## config.mk

```make
export PLATFORM = sky130hd
export DESIGN_NAME = multicycle_control_flat
export DESIGN_NICKNAME = d
export VERILOG_FILES = /design/src/rtl/multicycle_control_if.sv /design/src/rtl/multicycle_control.sv /design/src/flat_wrapper.sv
export SDC_FILE = /design/constraint.sdc
export NUM_CORES = 1
export LEC_CHECK = 0
export BUFFER_PORTS_ARGS = -buffer_cell sky130_fd_sc_hd__buf_2
export CORE_UTILIZATION = 44
export CTS_CLUSTER_DIAMETER = 50
export DETAILED_ROUTE_END_ITERATION = 10
export GPL_TIMING_DRIVEN = 0
export PLACE_DENSITY_LB_ADDON = 0.05
export SETUP_SLACK_MARGIN = 0.3
export SLEW_MARGIN = 20
export SYNTH_ARGS = -nofsm -noshare
export SYNTH_HDL_FRONTEND = slang
export SYNTH_SLANG_ARGS = --single-unit
```

## constraint.sdc

```tcl
create_clock -name clk -period 1.6 [get_ports clk]
set_input_delay 0.08 -clock clk [delete_from_list [all_inputs] [get_ports clk]]
set_output_delay 0.08 -clock clk [all_outputs]
set_load 0.1 [all_outputs]
```

## src/rtl/multicycle_control_if.sv

```systemverilog
// -----------------------------------------------------------------------------
// multicycle_control_if
// Bundles the decode inputs and every datapath control output of the SCPU
// multi-cycle control FSM.
//
// Modports:
//   master : the control FSM (reads opcode/funct/zero, drives the controls)
//   slave  : the datapath (drives opcode/funct/zero, reads the controls)
//
// Signals:
//   opcode, funct      IR[31:26] / IR[5:0]
//   zero               ALU zero flag, combinational in the current cycle
//   pc_we .. ben       register enables
//   mem_we, reg_we     memory / regfile write enables
//   memin, regin       memory address select / writeback data select
//   dst                write register select (rd / rt / r31)
//   alusrca, alusrcb   ALU operand selects
//   pcsrc              PC source select
//   bneBEQ             0 = beq, 1 = bne
//   aluOps             ALU command (ADD/SUB/XOR/SLT)
//   state              current FSM state, for debug
//   halted             set while parked in HALT (trap build only)
// -----------------------------------------------------------------------------
interface multicycle_control_if #(
  parameter int OP_W = 6,
  parameter int ST_W = 4
);
  logic [OP_W-1:0] opcode;
  logic [OP_W-1:0] funct;
  logic            zero;
  logic            pc_we;
  logic            ir_we;
  logic            a_we;
  logic            b_we;
  logic            ben;
  logic            mem_we;
  logic            reg_we;
  logic            memin;
  logic            regin;
  logic [1:0]      dst;
  logic [1:0]      alusrca;
  logic [1:0]      alusrcb;
  logic [1:0]      pcsrc;
  logic            bneBEQ;
  logic [2:0]      aluOps;
  logic [ST_W-1:0] state;
  logic            halted;

  modport master (
    input  opcode, funct, zero,
    output pc_we, ir_we, a_we, b_we, ben, mem_we, reg_we, memin, regin,
           dst, alusrca, alusrcb, pcsrc, bneBEQ, aluOps, state, halted
  );

  modport slave (
    output opcode, funct, zero,
    input  pc_we, ir_we, a_we, b_we, ben, mem_we, reg_we, memin, regin,
           dst, alusrca, alusrcb, pcsrc, bneBEQ, aluOps, state, halted
  );
endinterface

```

## src/rtl/multicycle_control.sv

```systemverilog
// -----------------------------------------------------------------------------
// multicycle_control
// Control FSM for the SCPU multi-cycle datapath. Sequences FETCH / DECODE /
// EXEC / MEM / WB for LW, SW, J, JAL, JR, BEQ, BNE, ADDI, XORI, ADD, SUB, SLT
// and drives every enable, select and ALU command of the datapath each cycle.
//
// Ports:
//   clk    in   system clock, rising edge
//   reset  in   asynchronous, active-low reset
//   bus    multicycle_control_if.master (decode inputs + all control outputs)
//
// Optional build macro:
//   ILLEGAL_TRAP_EN  illegal instructions park the FSM in HALT (halted = 1)
//                    until reset; without it they execute as a 3-cycle NOP.
//
// Outputs are a decode of the state register, gated by reset so that every
// enable and select drops the instant reset falls. pc_we in BRANCH follows
// the live zero flag, so the decode is deliberately combinational.
// -----------------------------------------------------------------------------
module multicycle_control #(
  parameter int OP_W = 6,
  parameter int ST_W = 4
) (
  input  logic                 clk,
  input  logic                 reset,
  multicycle_control_if.master bus
);

  // State encodings. All sixteen 4-bit codes are used; in the trap build HALT
  // shares the ILLEGAL code and is told apart by r_halted.
  localparam logic [ST_W-1:0] S_FETCH    = ST_W'(4'd0);
  localparam logic [ST_W-1:0] S_DECODE   = ST_W'(4'd1);
  localparam logic [ST_W-1:0] S_EXEC_R   = ST_W'(4'd2);
  localparam logic [ST_W-1:0] S_R_WB     = ST_W'(4'd3);
  localparam logic [ST_W-1:0] S_EXEC_I   = ST_W'(4'd4);
  localparam logic [ST_W-1:0] S_I_WB     = ST_W'(4'd5);
  localparam logic [ST_W-1:0] S_MEM_ADDR = ST_W'(4'd6);
  localparam logic [ST_W-1:0] S_MEM_RD   = ST_W'(4'd7);
  localparam logic [ST_W-1:0] S_MEM_WB   = ST_W'(4'd8);
  localparam logic [ST_W-1:0] S_MEM_WR   = ST_W'(4'd9);
  localparam logic [ST_W-1:0] S_BRANCH   = ST_W'(4'd10);
  localparam logic [ST_W-1:0] S_JUMP     = ST_W'(4'd11);
  localparam logic [ST_W-1:0] S_JAL      = ST_W'(4'd12);
  localparam logic [ST_W-1:0] S_JAL_WB   = ST_W'(4'd13);
  localparam logic [ST_W-1:0] S_JR       = ST_W'(4'd14);
  localparam logic [ST_W-1:0] S_ILLEGAL  = ST_W'(4'd15);

  localparam logic [OP_W-1:0] OP_RTYPE = OP_W'(6'h00);
  localparam logic [OP_W-1:0] OP_J     = OP_W'(6'h02);
  localparam logic [OP_W-1:0] OP_JAL   = OP_W'(6'h03);
  localparam logic [OP_W-1:0] OP_BEQ   = OP_W'(6'h04);
  localparam logic [OP_W-1:0] OP_BNE   = OP_W'(6'h05);
  localparam logic [OP_W-1:0] OP_ADDI  = OP_W'(6'h08);
  localparam logic [OP_W-1:0] OP_XORI  = OP_W'(6'h0E);
  localparam logic [OP_W-1:0] OP_LW    = OP_W'(6'h23);
  localparam logic [OP_W-1:0] OP_SW    = OP_W'(6'h2B);

  localparam logic [OP_W-1:0] FN_JR  = OP_W'(6'h08);
  localparam logic [OP_W-1:0] FN_ADD = OP_W'(6'h20);
  localparam logic [OP_W-1:0] FN_SUB = OP_W'(6'h22);
  localparam logic [OP_W-1:0] FN_SLT = OP_W'(6'h2A);

  localparam logic [2:0] ALU_ADD = 3'd0;
  localparam logic [2:0] ALU_SUB = 3'd1;
  localparam logic [2:0] ALU_XOR = 3'd2;
  localparam logic [2:0] ALU_SLT = 3'd3;

  logic [ST_W-1:0] r_state;
  logic [ST_W-1:0] w_next_state;

  logic       w_pc_we, w_ir_we, w_a_we, w_b_we, w_ben;
  logic       w_mem_we, w_reg_we, w_memin, w_regin, w_bne;
  logic [1:0] w_dst, w_alusrca, w_alusrcb, w_pcsrc;
  logic [2:0] w_aluops;

  // DECODE dispatch: maps the latched opcode/funct onto the first execute state.
  function automatic logic [ST_W-1:0] decode_dispatch(
    input logic [OP_W-1:0] op,
    input logic [OP_W-1:0] fn
  );
    logic [ST_W-1:0] nxt;
    nxt = S_ILLEGAL;
    case (op)
      OP_RTYPE: begin
        case (fn)
          FN_ADD, FN_SUB, FN_SLT: nxt = S_EXEC_R;
          FN_JR:                  nxt = S_JR;
          default:                nxt = S_ILLEGAL;
        endcase
      end
      OP_LW, OP_SW:     nxt = S_MEM_ADDR;
      OP_ADDI, OP_XORI: nxt = S_EXEC_I;
      OP_BEQ, OP_BNE:   nxt = S_BRANCH;
      OP_J:             nxt = S_JUMP;
      OP_JAL:           nxt = S_JAL;
      default:          nxt = S_ILLEGAL;
    endcase
    return nxt;
  endfunction

  // State register; reset aborts any instruction in flight.
  always_ff @(posedge clk or negedge reset) begin
    if (!reset) begin
      r_state <= S_FETCH;
    end else begin
      r_state <= w_next_state;
    end
  end

  // Next-state logic; unreachable codes fall back to FETCH.
  always_comb begin
    w_next_state = S_FETCH;
    case (r_state)
      S_FETCH:    w_next_state = S_DECODE;
      S_DECODE:   w_next_state = decode_dispatch(bus.opcode, bus.funct);
      S_EXEC_R:   w_next_state = S_R_WB;
      S_EXEC_I:   w_next_state = S_I_WB;
      S_MEM_ADDR: begin
        if (bus.opcode == OP_LW) begin
          w_next_state = S_MEM_RD;
        end else begin
          w_next_state = S_MEM_WR;
        end
      end
      S_MEM_RD:   w_next_state = S_MEM_WB;
      S_JAL:      w_next_state = S_JAL_WB;
`ifdef ILLEGAL_TRAP_EN
      S_ILLEGAL:  w_next_state = S_ILLEGAL;
`else
      S_ILLEGAL:  w_next_state = S_FETCH;
`endif
      S_R_WB, S_I_WB, S_MEM_WB, S_MEM_WR,
      S_BRANCH, S_JUMP, S_JAL_WB, S_JR:
                  w_next_state = S_FETCH;
      default:    w_next_state = S_FETCH;
    endcase
  end

  // Control decode: every output not named for a state stays 0.
  always_comb begin
    w_pc_we   = 1'b0;
    w_ir_we   = 1'b0;
    w_a_we    = 1'b0;
    w_b_we    = 1'b0;
    w_ben     = 1'b0;
    w_mem_we  = 1'b0;
    w_reg_we  = 1'b0;
    w_memin   = 1'b0;
    w_regin   = 1'b0;
    w_dst     = 2'd0;
    w_alusrca = 2'd0;
    w_alusrcb = 2'd0;
    w_pcsrc   = 2'd0;
    w_bne     = 1'b0;
    w_aluops  = ALU_ADD;
    case (r_state)
      S_FETCH: begin
        w_ir_we   = 1'b1;
        w_alusrcb = 2'd3;
        w_pcsrc   = 2'd2;
        w_pc_we   = 1'b1;
      end
      S_DECODE: begin
        // PC + shifted imm lands in alu_reg as the branch target.
        w_a_we = 1'b1;
        w_b_we = 1'b1;
      end
      S_EXEC_R: begin
        w_alusrca = 2'd1;
        w_alusrcb = 2'd2;
        case (bus.funct)
          FN_SUB:  w_aluops = ALU_SUB;
          FN_SLT:  w_aluops = ALU_SLT;
          default: w_aluops = ALU_ADD;
        endcase
      end
      S_R_WB: begin
        w_regin  = 1'b1;
        w_reg_we = 1'b1;
      end
      S_EXEC_I: begin
        w_alusrca = 2'd1;
        w_alusrcb = 2'd1;
        if (bus.opcode == OP_XORI) begin
          w_aluops = ALU_XOR;
        end else begin
          w_aluops = ALU_ADD;
        end
      end
      S_I_WB, S_JAL_WB: begin
        w_dst    = (r_state == S_JAL_WB) ? 2'd2 : 2'd1;
        w_regin  = 1'b1;
        w_reg_we = 1'b1;
      end
      S_MEM_ADDR: begin
        w_alusrca = 2'd1;
        w_alusrcb = 2'd1;
      end
      S_MEM_RD: w_memin = 1'b1;
      S_MEM_WB: begin
        w_dst    = 2'd1;
        w_reg_we = 1'b1;
      end
      S_MEM_WR: begin
        w_memin  = 1'b1;
        w_mem_we = 1'b1;
      end
      S_BRANCH: begin
        // opcode[0] distinguishes BNE from BEQ; taken when zero disagrees with it.
        w_alusrca = 2'd1;
        w_alusrcb = 2'd2;
        w_aluops  = ALU_SUB;
        w_bne     = bus.opcode[0];
        w_pcsrc   = 2'd3;
        w_pc_we   = bus.zero ^ bus.opcode[0];
      end
      S_JUMP: begin
        w_pcsrc = 2'd1;
        w_pc_we = 1'b1;
      end
      S_JAL: begin
        // PC already holds JAL+4; one more +4 gives the JAL+8 link value.
        w_pcsrc   = 2'd1;
        w_pc_we   = 1'b1;
        w_alusrcb = 2'd3;
      end
      S_JR: begin
        // rt is r0 by encoding, so A + B is just rs.
        w_alusrca = 2'd1;
        w_alusrcb = 2'd2;
        w_pcsrc   = 2'd2;
        w_pc_we   = 1'b1;
      end
      default: begin
        w_pc_we = 1'b0;
      end
    endcase
  end

`ifdef ILLEGAL_TRAP_EN
  logic r_halted;

  // HALT flag: set on leaving the ILLEGAL cycle, cleared only by reset.
  always_ff @(posedge clk or negedge reset) begin
    if (!reset) begin
      r_halted <= 1'b0;
    end else if (r_state == S_ILLEGAL) begin
      r_halted <= 1'b1;
    end else begin
      r_halted <= r_halted;
    end
  end

  assign bus.halted = reset & r_halted;
`else
  assign bus.halted = 1'b0;
`endif

  // Reset gates every control asynchronously so no write survives its falling edge.
  assign bus.pc_we   = reset & w_pc_we;
  assign bus.ir_we   = reset & w_ir_we;
  assign bus.a_we    = reset & w_a_we;
  assign bus.b_we    = reset & w_b_we;
  assign bus.ben     = reset & w_ben;
  assign bus.mem_we  = reset & w_mem_we;
  assign bus.reg_we  = reset & w_reg_we;
  assign bus.memin   = reset & w_memin;
  assign bus.regin   = reset & w_regin;
  assign bus.bneBEQ  = reset & w_bne;
  assign bus.dst     = reset ? w_dst     : 2'd0;
  assign bus.alusrca = reset ? w_alusrca : 2'd0;
  assign bus.alusrcb = reset ? w_alusrcb : 2'd0;
  assign bus.pcsrc   = reset ? w_pcsrc   : 2'd0;
  assign bus.aluOps  = reset ? w_aluops  : 3'd0;
  assign bus.state   = r_state;

endmodule
```

## src/flat_wrapper.sv

```systemverilog
// flat-port wrapper written by rule: the top's interface ports become plain ports
module multicycle_control_flat 
#(
  parameter int OP_W = 6,
  parameter int ST_W = 4
)
  (clk, reset, bus_opcode, bus_funct, bus_zero, bus_pc_we, bus_ir_we, bus_a_we, bus_b_we, bus_ben, bus_mem_we, bus_reg_we, bus_memin, bus_regin, bus_dst, bus_alusrca, bus_alusrcb, bus_pcsrc, bus_bneBEQ, bus_aluOps, bus_state, bus_halted);
  multicycle_control_if #(.OP_W(OP_W), .ST_W(ST_W)) bus_i ();
  input  logic clk;
  input  logic reset;
  input wire logic [$bits(bus_i.opcode)-1:0] bus_opcode;
  input wire logic [$bits(bus_i.funct)-1:0] bus_funct;
  input wire logic [$bits(bus_i.zero)-1:0] bus_zero;
  output wire logic [$bits(bus_i.pc_we)-1:0] bus_pc_we;
  output wire logic [$bits(bus_i.ir_we)-1:0] bus_ir_we;
  output wire logic [$bits(bus_i.a_we)-1:0] bus_a_we;
  output wire logic [$bits(bus_i.b_we)-1:0] bus_b_we;
  output wire logic [$bits(bus_i.ben)-1:0] bus_ben;
  output wire logic [$bits(bus_i.mem_we)-1:0] bus_mem_we;
  output wire logic [$bits(bus_i.reg_we)-1:0] bus_reg_we;
  output wire logic [$bits(bus_i.memin)-1:0] bus_memin;
  output wire logic [$bits(bus_i.regin)-1:0] bus_regin;
  output wire logic [$bits(bus_i.dst)-1:0] bus_dst;
  output wire logic [$bits(bus_i.alusrca)-1:0] bus_alusrca;
  output wire logic [$bits(bus_i.alusrcb)-1:0] bus_alusrcb;
  output wire logic [$bits(bus_i.pcsrc)-1:0] bus_pcsrc;
  output wire logic [$bits(bus_i.bneBEQ)-1:0] bus_bneBEQ;
  output wire logic [$bits(bus_i.aluOps)-1:0] bus_aluOps;
  output wire logic [$bits(bus_i.state)-1:0] bus_state;
  output wire logic [$bits(bus_i.halted)-1:0] bus_halted;
  assign bus_i.opcode = bus_opcode;
  assign bus_i.funct = bus_funct;
  assign bus_i.zero = bus_zero;
  assign bus_pc_we = bus_i.pc_we;
  assign bus_ir_we = bus_i.ir_we;
  assign bus_a_we = bus_i.a_we;
  assign bus_b_we = bus_i.b_we;
  assign bus_ben = bus_i.ben;
  assign bus_mem_we = bus_i.mem_we;
  assign bus_reg_we = bus_i.reg_we;
  assign bus_memin = bus_i.memin;
  assign bus_regin = bus_i.regin;
  assign bus_dst = bus_i.dst;
  assign bus_alusrca = bus_i.alusrca;
  assign bus_alusrcb = bus_i.alusrcb;
  assign bus_pcsrc = bus_i.pcsrc;
  assign bus_bneBEQ = bus_i.bneBEQ;
  assign bus_aluOps = bus_i.aluOps;
  assign bus_state = bus_i.state;
  assign bus_halted = bus_i.halted;
  multicycle_control #(.OP_W(OP_W), .ST_W(ST_W)) u_core (.clk(clk), .reset(reset), .bus(bus_i));
endmodule
```

==> results.yml, run 1 <==
outcome:
  status: "did not finish"
  stop_stage: "clock tree synthesis (4_1_cts)"
  first-error: "[ERROR DPL-0038] Utilization greater than 100%, impossible to legalize"
floorplanning:
  pin_count: 41
  die_h_um: 43.7
  num_rows: 14
  start_util_pct: 49.0
  die_x_um: 43.7
placement:
  dp_hpwl_um: 1850
  port_buffers: 34
  place_congestion: 0.886
  placed_cells: 171
yosys:
  synth_area_leaders: "dfrtp_1, nor2_1, nand2_1"
  seq_area_frac_synth_pct: 13.1
  yosysUniqueCellTypes: 42
  synth_area_um2: 763
  synth-seq-cells: 4
  syn_inst: 118
  async_flop_share_pct: 100
  ys_warn_count: 0
  synth-edff-count: 0
  synth_top_cell_area_share_pct: 13.1
  syn_avg_cell_area_um2: 6.47
  yosysTopAreaCell: "dfrtp_1"
  dominantRegCellSynth: "dfrtp_1"
clocking:
  ctsLongestPathBuffers: 2
  post_cts_resized: 110
  cts_buffers: 3
  cts_setup_buffers: 6
  htree_levels: 1
  cts.sinks: 4
  root_buffer: "clkbuf_4"
==> synthesized netlist by cell type (2+ instances only) <==
library cell and instances:
nor2_1 18, nand2_1 14, o21ai_0 8, a21oi_1 6, buf_4 6, nand2b_1 6, nor3_1 6, clkbuf_1 4
dfrtp_1 4, nor2b_1 4, a31oi_1 3, and3_1 3, o221ai_1 3, buf_2 2, inv_1 2, nor3b_1 2
o31ai_1 2
==> cell families after synthesis <==
group | after synthesis | share of synthesized area [%]
xor+xnor | 2 | 2.30
simple gates | 65 | 46.1
buf+inv | 16 | 12.3
mux | 1 | 1.31
other cells | 1 | 0.491
flops | 4 | 13.1
compound gates | 29 | 24.4
==> per-stage QoR <==
stage / setup WS [ns] / area (µm²) / util (%)
after detailed placement: -0.286 / 1190 / 76.5
after floorplan: -0.643 / 1000 / -
after global placement: -0.243 / 1190 / 76.5
==> inputs of run 2 (changes only) <==
Settings changed: CORE_AREA set to 2 2 63 65, CORE_UTILIZATION 44 to not set, CTS_CLUSTER_DIAMETER 50 to not set, DIE_AREA set to 0 0 65 67, PLACE_DENSITY_LB_ADDON 0.05 to 0.15, SETUP_SLACK_MARGIN 0.3 to not set.
==> results.yml, run 2 <==
routing:
  via_per_inst: 4.82
  drcViolationCount: 0
  avgRoutedWirePerCell_um: 13.5
  vias: 1045
  dr.pass1.iters: 4
  drt_iter0_markers: 25
  antenna_left: 0
  wirelength_um: 2920
global_routing:
  grt_overflow: 0
  grt_max_degree: 11
  grt_first_pass_wirelength_um: 4680
  antenna_found_initial: 0
  grt_use_total_pct: 14.0
  grt_pass1_vias: 958
yosys:
  synth_area_leaders: "dfrtp_1, nor2_1, nand2_1"
  synth-seq-cells: 4
  yosysTopAreaCell: "dfrtp_1"
  dominantRegCellSynth: "dfrtp_1"
  ys_warn_count: 0
  synth_most_common_cell: "nor2_1"
  synth_area_um2: 763
  synth_top_cell_area_share_pct: 13.1
  yosys-top-cells-count: "nor2_1, nand2_1, o21ai_0"
  syn_inst: 118
  seq_area_frac_synth_pct: 13.1
  yosysUniqueCellTypes: 42
  async_flop_share_pct: 100
  syn_avg_cell_area_um2: 6.47
  synth-edff-count: 0
clocking:
  clock_latency_ns: 0.22
  cts.sinks: 4
  ctsLongestPathBuffers: 2
  cts_buffers: 3
  clk_pin_slew_ns: 0.03
  htree_levels: 1
  cts_tree: "done"
  root_buffer: "clkbuf_8"
outcome:
  violations: "negative setup slack"
  status: "finished, violations left"
critical_path:
  r2r_cells: 6
  required_ns: 1.52
  rr_endpoint: "u_core.bus.state[3]"
  cp_slowest_cell: "dfrtp_4"
  worstSetupEndpointType: "output pin"
  path_cells: "clkbuf_16, nor4b_4, nand4_1, a21boi_4, buf_12"
  critPathMaxStageDelay_ns: 0.50
  r2r-start: "u_core.bus.state[3]"
  timing.reg2reg.setup_slack_ns: 0
  critical_path_arrival_ns: 1.67
  cp-start-kind: "flip-flop"
  critPathKind: "reg -> out"
  path_max_fanout: 5
final_layout:
  utilization_pct: 46.9
  largest_reg_flops: 4
  n_fill_cell: 356
  areaGrowthSynthToFinish_pct: 122
  fin_cells: 217
  final_common_cell: "buf_2"
  antennaDiodeCount: 0
  nets: 186
  drive_above_1_share_pct: 62.1
  post-route-cell-area_um2: 1690
  layout_common_cells: "buf_2, buf_4, buf_12"
worst_hold_path:
  hold_end: "u_core.bus.state[3]"
  min_path_cells: 4
  min-delay-start: "bus_opcode[2]"
  hold_path.class: "in -> reg"
sta:
  layout_min_cycle_time_ns: 1.75
  rsz0062_at_grt: "true"
  hold_slack_ns: 0.238
  setup_slack_ns: -0.154
  final_max_slew_viol_count: 0
  worst_clock_skew_ns: 0.000702
  max_freq_mhz: 570
  hold_viol_final: 0
  finalSetupViolations: 15
  totalNegativeSetupSlack_ns: -0.924
  min_period_over_period_pct: 110
placement:
  dp_hpwl_um: 2080
  placed_cells: 203
  place_congestion: 0.858
  port_buffers: 34
  place_area_um2: 1230
  place_ws_ns: -0.288
floorplanning:
  die_h_um: 67
  pin_count: 41
  fp.dieArea_um2: 4360
  start_util_pct: 21.2
  die_x_um: 65
  num_rows: 22
  core_um2: 3610
power:
  power.leakage_nw: 0.705
  max-vdd-ir-drop_mv: 0.719
  power_density_nw_per_um2: 2120
  p_total_mw: 3.59
job:
  max_cap_viol_count: 0
## run 2: worst max-delay path by stage
stage | from | to | slack, ns | depth (start not counted)
6_report | u_core.bus.state[2] | bus_aluOps[1] | -0.15 | 5
3_5_place_dp | u_core.bus.state[3] | bus_pc_we | -0.29 | 5
2_1_floorplan | u_core.bus.state[1] | bus_b_we | -0.64 | 5
3_3_place_gp | u_core.bus.state[3] | bus_pc_we | -0.29 | 5
5_1_grt | u_core.bus.state[2] | bus_aluOps[1] | -0.22 | 5
4_1_cts | u_core.bus.state[2] | bus_aluOps[1] | -0.21 | 5
## run 2: layer usage
layer / global-route usage (%) / wire [µm]
met5: 0 / 0
met4: 4.79 / 39
met3: 2.20 / 144
met2: 23.8 / 1490
met1: 17.9 / 1250
## run 2: cells by family (layout without fill, tap and decap cells)
kind of cell	count (synthesis)	in the layout	share of synthesized area, %
other	1	4	0.491
AO/OA/AOI/OAI	29	29	24.4
AND/OR/NAND/NOR	65	65	46.1
buffers and inverters	16	64	12.3
multiplexers	1	1	1.31
XOR/XNOR	2	2	2.30
flip-flops	4	4	13.1
## run 2: what timing repair did
action | CTS | global route
pin swaps | 8 | 9
setup buffers | 9 | 3
gates resized for setup | 70 | 24
hold buffers | 1 | 0
setup endpoints to repair | 18 | 18
endpoints found under the hold margin | 4 | 0
## run 2: layout make-up
cell class                 instances  area (µm²)  share of cell area, %
timing repair buffer              47         512                   30.3
buffer                            12         124                   7.32
multi-input combinational        101         832                   49.2
inverter                           2        7.51                  0.444
sequential                         4         115                   6.80
clock buffer                       3        41.3                   2.44
tap                               48        60.1                   3.55
## run 2: where the power goes
group / leakage [nW] / switching (mW) / total, mW / internal, mW
clock network: 0.0216 / 0.0572 / 0.218 / 0.161
logic: 0.638 / 1.98 / 3.08 / 1.10
registers: 0.0446 / 0.114 / 0.293 / 0.179
## run 2: worst max-delay path, delay by kind of cell, from the launching register on
| family | cells | cell delay [ns] |
|---|---|---|
| DFF | 1 | 0.50 |
| and+or+nand+nor | 2 | 0.41 |
| buffers and inverters | 2 | 0.36 |
| AOI/OAI and AO/OA | 1 | 0.19 |
(Power assumes the default switching activity.)
